===== src/rtl/gold_descrambler.sv =====
// Complex Gold-code descrambler/scrambler: per accepted I/Q sample it derives a
// 2-bit chip from the X/Y LFSR pair and rotates the sample by R*90 degrees.
module gold_descrambler #(
  parameter int          DW          = 8,
  parameter int          MODE        = 0,
  parameter logic [17:0] SEED_X      = 18'h00001,
  parameter logic [17:0] SEED_Y      = 18'h3FFFF,
  parameter int          FRAME_LEN   = 38400,
  parameter int          AUTO_RESEED = 1,
  localparam int         CW          = $clog2(FRAME_LEN)
) (
  input  logic            clk,
  input  logic            rst,
  input  logic            s_valid,
  output logic            s_ready,
  input  logic [2*DW-1:0] s_data,
  input  logic            s_sof,
  output logic            m_valid,
  input  logic            m_ready,
  output logic [2*DW-1:0] m_data,
  output logic            m_sof,
  output logic [CW-1:0]   chip_idx
);

  localparam logic [CW-1:0] LAST_IDX = CW'(FRAME_LEN - 1);
  localparam logic [DW-1:0] MOST_NEG = {1'b1, {(DW-1){1'b0}}};
  localparam logic [DW-1:0] MOST_POS = {1'b0, {(DW-1){1'b1}}};

  function automatic logic [17:0] step_x(input logic [17:0] x);
    return {x[0] ^ x[7], x[17:1]};
  endfunction

  function automatic logic [17:0] step_y(input logic [17:0] y);
    return {y[10] ^ y[7] ^ y[5] ^ y[0], y[17:1]};
  endfunction

  function automatic logic [1:0] chips(input logic [17:0] x, input logic [17:0] y);
    logic z1, z2;
    z1 = x[0] ^ y[0];
    z2 = (x[4] ^ x[6] ^ x[15]) ^ (^{y[5], y[6], y[15:8]});
    return {z2, z1};
  endfunction

  // Negating the most negative value would overflow, so it clips to the most positive.
  function automatic logic [DW-1:0] sat_neg(input logic [DW-1:0] v);
    if (v == MOST_NEG) return MOST_POS;
    return ~v + {{(DW-1){1'b0}}, 1'b1};
  endfunction

  logic [17:0]     x_q, x_d, y_q, y_d;
  logic [CW-1:0]   cnt_q, cnt_d;
  logic            m_valid_q, m_valid_d;
  logic [2*DW-1:0] m_data_q, m_data_d;
  logic            m_sof_q, m_sof_d;
  logic [CW-1:0]   idx_q, idx_d;

  logic            accept;
  logic            frame_start;
  logic [CW-1:0]   idx_cur;
  logic [17:0]     x_eff, y_eff;
  logic [1:0]      r, r_rot;
  logic [DW-1:0]   i_in, q_in, i_out, q_out;

  assign s_ready = !rst && (!m_valid_q || m_ready);
  assign accept  = s_valid && s_ready;
  assign i_in    = s_data[2*DW-1:DW];
  assign q_in    = s_data[DW-1:0];

  // cnt_q is the index the next accepted sample will carry; 0 means a frame begins.
  assign frame_start = s_sof || ((AUTO_RESEED != 0) && (cnt_q == '0));
  assign idx_cur     = s_sof ? '0 : cnt_q;
  assign x_eff       = frame_start ? SEED_X : x_q;
  assign y_eff       = frame_start ? SEED_Y : y_q;
  assign r           = chips(x_eff, y_eff);
  // Scrambling uses the code itself rather than its conjugate: swap the +/-90 cases.
  assign r_rot       = (MODE != 0) ? {r[1] ^ r[0], r[0]} : r;

  always_comb begin
    i_out = i_in;
    q_out = q_in;
    case (r_rot)
      2'd1: begin
        i_out = q_in;
        q_out = sat_neg(i_in);
      end
      2'd2: begin
        i_out = sat_neg(i_in);
        q_out = sat_neg(q_in);
      end
      2'd3: begin
        i_out = sat_neg(q_in);
        q_out = i_in;
      end
      default: ;
    endcase
  end

  always_comb begin
    x_d       = x_q;
    y_d       = y_q;
    cnt_d     = cnt_q;
    m_valid_d = m_valid_q;
    m_data_d  = m_data_q;
    m_sof_d   = m_sof_q;
    idx_d     = idx_q;
    if (accept) begin
      x_d       = step_x(x_eff);
      y_d       = step_y(y_eff);
      m_valid_d = 1'b1;
      m_data_d  = {i_out, q_out};
      m_sof_d   = frame_start;
      idx_d     = idx_cur;
      if (idx_cur == LAST_IDX)
        cnt_d = (AUTO_RESEED != 0) ? '0 : LAST_IDX;
      else
        cnt_d = idx_cur + CW'(1);
    end else if (m_ready) begin
      m_valid_d = 1'b0;
    end
  end

  always_ff @(posedge clk) begin
    if (rst) begin
      x_q       <= SEED_X;
      y_q       <= SEED_Y;
      cnt_q     <= '0;
      m_valid_q <= 1'b0;
      m_data_q  <= '0;
      m_sof_q   <= 1'b0;
      idx_q     <= '0;
    end else begin
      x_q       <= x_d;
      y_q       <= y_d;
      cnt_q     <= cnt_d;
      m_valid_q <= m_valid_d;
      m_data_q  <= m_data_d;
      m_sof_q   <= m_sof_d;
      idx_q     <= idx_d;
    end
  end

  assign m_valid  = m_valid_q;
  assign m_data   = m_data_q;
  assign m_sof    = m_sof_q;
  assign chip_idx = idx_q;

endmodule


===== config.mk =====
export PLATFORM = sky130hd
export DESIGN_NAME = gold_descrambler
export DESIGN_NICKNAME = d
export VERILOG_FILES = /design/src/rtl/gold_descrambler.sv
export SDC_FILE = /design/constraint.sdc
export NUM_CORES = 1
export LEC_CHECK = 0
export CAP_MARGIN = 20
export CORE_ASPECT_RATIO = 1.1
export CORE_MARGIN = 2
export CORE_UTILIZATION = 45
export DETAILED_ROUTE_END_ITERATION = 10
export HOLD_SLACK_MARGIN = 0.03
export PLACE_DENSITY = 0.67
export SLEW_MARGIN = 30
export SYNTH_ARGS = -nofsm -noshare
export SYNTH_HDL_FRONTEND = slang
export SYNTH_SLANG_ARGS = --single-unit

===== constraint.sdc =====
create_clock -name clk -period 8 [get_ports clk]
set_input_delay 2 -clock clk [delete_from_list [all_inputs] [get_ports clk]]
set_output_delay 2 -clock clk [all_outputs]
set_load 0.01 [all_outputs]

==> results.py <==
metrics = {
    "timing": {
        "setup_violations": 0,
        "tns_ns": 0,
        "finalHoldViolations": 0,
        "fin_crit_ns": 5.31,
        "finalMaxSlewViolations": 0,
        "maxSlewHeadroom_pct": 39.2,
        "tightest_slew_ns": 0.911,
        "maxClockFrequency_ghz": 0.188,
        "finalClockSkew_ns": 0.0144,
        "period_share_pct": 66.3,
        "rsz0062_at_grt": "false",
        "hold_ws_ns": 0.452,
    },
    "grt": {
        "grt_use_total_pct": 20.7,
        "grt_pass1_vias": 3452,
        "busiest_layer": "met2",
        "gr-usage-met3_pct": 3.68,
        "grt_max_degree": 33,
        "grt_use_met2_pct": 32.6,
        "use_met1_pct": 28.7,
        "grt_pass1_wl_mm": 16.6,
        "antenna_found_initial": 0,
        "grt_overflow": 0,
    },
    "floorplanning": {
        "start_util_pct": 46.8,
        "die_x_um": 95.8,
        "fp-row-count": 36,
        "dieArea_sq_um": 10100,
        "coreArea_sq_um": 8920,
        "pin_count": 56,
        "die_h_um": 105,
    },
    "cts": {
        "cts_tree": "built",
        "cts_sinks": 86,
        "clk_latency_ns": 0.36,
        "cts_hold_buffers": 0,
        "clk_pin_slew_worst_paths_ns": 0.08,
        "cts-resized-gates": 0,
        "cts_buffers": 9,
        "htreeDepth": 3,
        "post_cts_buffers": 0,
        "clock-root-buffer": "clkbuf_8",
        "cts_buffer_depth": 2,
    },
    "final_layout": {
        "drive_gt1_share_pct": 6.73,
        "nFillCells": 805,
        "nets": 539,
        "antennaDiodeCount": 0,
        "post-route-cell-area_sq_um": 4940,
        "layout-area-overhead-vs-synth_pct": 18.5,
    },
    "worst_setup_path": {
        "cp-end-kind": "output pin",
        "cp_top_family": "buffers and inverters",
        "slowest_stage": "clkdlybuf4s50_1",
        "startpoint_type": "primary input",
        "crit_arrival_ns": 3.31,
        "cp_max_fo": 26,
        "path_buf_inv": 3,
        "worstSetupPathType": "in -> out",
        "required_ns": 6.00,
        "crit_top_cell": "clkdlybuf4s50_1",
        "path_cells": "clkdlybuf4s50_1 -> buf_4 -> nor2_1 -> clkdlybuf4s50_1",
        "cpPeakStageDelay_ns": 0.48,
    },
    "synth": {
        "netlist_top_cells_area": "dfxtp_1 (41%), nand2_1 (5.6%), o21ai_0 (4.8%), a21oi_1 (4.1%), a22o_1 (3.8%)",
        "synth-seq-cells": 86,
        "syn-num-nets": 501,
        "synth_cell_types": 55,
        "yosysTopAreaCell": "dfxtp_1",
        "synth_top_cell_area_share_pct": 41.3,
        "yosysWarnings": 0,
        "syn_inst": 477,
        "ys_seq_area_share_pct": 41.3,
        "synth_edf_count": 0,
        "syn_avg_cell_area_sq_um": 8.74,
        "synth_area_sq_um": 4170,
        "synth_ff_type": "dfxtp_1",
        "synth_common_cells": "dfxtp_1 (86), nand2_1 (62), o21ai_0 (40)",
        "yosysMostFrequentCell": "dfxtp_1",
        "ys_async_sr_fraction_pct": 0,
    },
    "flow_run": {
        "cap_violations": 0,
    },
    "power_and_ir_drop": {
        "max-vdd-ir-drop_uv": 98.9,
        "power_frac_comb_pct": 11.9,
        "pwr_density_cell_nw_per_um2": 166,
        "seqPwrFrac_pct": 53.9,
        "intPower_mw": 0.603,
        "p_leak_nw": 1.73,
        "clkPwrFrac_pct": 34.1,
        "p_switching_mw": 0.216,
        "p_sw_share_pct": 26.4,
    },
    "hold_path": {
        "hold_path_class": "reg -> reg",
    },
    "placement": {
        "gp_congestion": 0.885,
        "io_buffers": 55,
        "post-dp-hpwl_mm": 6.86,
        "place_area_sq_um": 4750,
    },
    "run_status": {
        "status": "complete, no violations",
    },
    "detailed_routing": {
        "drtIter0Drc": 222,
        "drc_errors": 0,
        "ant_nets": 0,
        "routed_wl_mm": 9.98,
        "avgViaCountPerCell": 5.76,
        "via_count": 3651,
        "first_pass_iters": 5,
        "wl_per_cell_um": 15.7,
    },
}
[worst paths after layout]
kind                                    to  cells past startpoint  slack [ns]                startpoint
setup / recovery                   s_ready                      4        2.69                       rst
hold / removal    chip_idx[9]$_SDFFE_PP0P_                      2        0.45  chip_idx[9]$_SDFFE_PP0P_
setup reg to reg   m_data[15]$_SDFFE_PP0P_                      5        5.24       y_q[0]$_SDFFE_PP1P_
hold reg to reg   chip_idx[9]$_SDFFE_PP0P_                      2        0.45  chip_idx[9]$_SDFFE_PP0P_
[cell families after synthesis]
| kind of cell | after synthesis | share of synthesized area (%) |
|---|---|---|
| buffers and inverters | 39 | 4.17 |
| xor gates and xnor gates | 17 | 4.74 |
| adders and majority gates | 3 | 0.900 |
| AOI/OAI and AO/OA | 148 | 23.9 |
| DFF | 86 | 41.3 |
| muxes | 13 | 3.90 |
| and+or+nand+nor | 171 | 21.1 |
[tightest hold or removal path: stages, from the launching register on]
cell	delay [ns]
dfxtp_1	0.31
nand2_1	0.05
a21oi_1	0.05
[per-stage QoR]
stage	instances	utilization, %	power (mW)	setup slack (ns)
after global routing	634	55.4	0.859	2.63
final	634	55.4	0.819	2.69
after global placement	618	53.2	0.548	2.69
after detailed placement	618	53.3	0.549	2.69
after CTS	634	55.4	0.828	2.69
after floorplan	477	-	0.508	3.46
[layer usage]
layer  part of all wire (%)  wire, um
met4                    1.1       110
met5                      0         0
met3                    4.5       445
met2                     47      4650
met1                     48      4770
[sequential cells by signal (all words and copies together), names as in the netlist]
register and flops:
x_q 18, y_q 18, chip_idx 16, m_data 16, cnt_q 16, m_sof 1
m_valid 1
[final cells by class]
type | instances | area, sq um | area share, %
sequential | 86 | 1720 | 34.9
multi-input combinational | 352 | 2280 | 46.3
inverter | 7 | 26.3 | 0.532
timing repair buffer | 59 | 581 | 11.8
clock buffer | 11 | 141 | 2.86
tap | 114 | 143 | 2.89
clock inverter | 5 | 42.5 | 0.861
[power groups by stage]
stage / sequential [mW] / combinational, mW / clock, mW
2_1_floorplan: 0.454 / 0.0537 / 0
3_3_place_gp: 0.452 / 0.0956 / 0
3_5_place_dp: 0.452 / 0.0971 / 0
4_1_cts: 0.442 / 0.0975 / 0.288
5_1_grt: 0.443 / 0.107 / 0.308
6_report: 0.442 / 0.0977 / 0.280
[placed cells by master, fill, tap and decap left out, types with 7 or more instances in the layout]
cell type        synthesis  final
a21oi_1                 34     34
a22o_1                  18     18
clkbuf_8                 0     10
clkdlybuf4s50_1          0     55
dfxtp_1                 86     86
mux2i_1                  8      8
nand2_1                 62     61
nand2b_1                11     11
nand3_1                 13     13
nand3b_1                11     11
nor2_1                  24     21
nor2b_1                 10     10
nor4_1                   9      9
o21ai_0                 40     40
o22a_1                  15     15
o31ai_1                  7      7
xnor2_1                 10     10
Power figures use the tool's default switching activity.
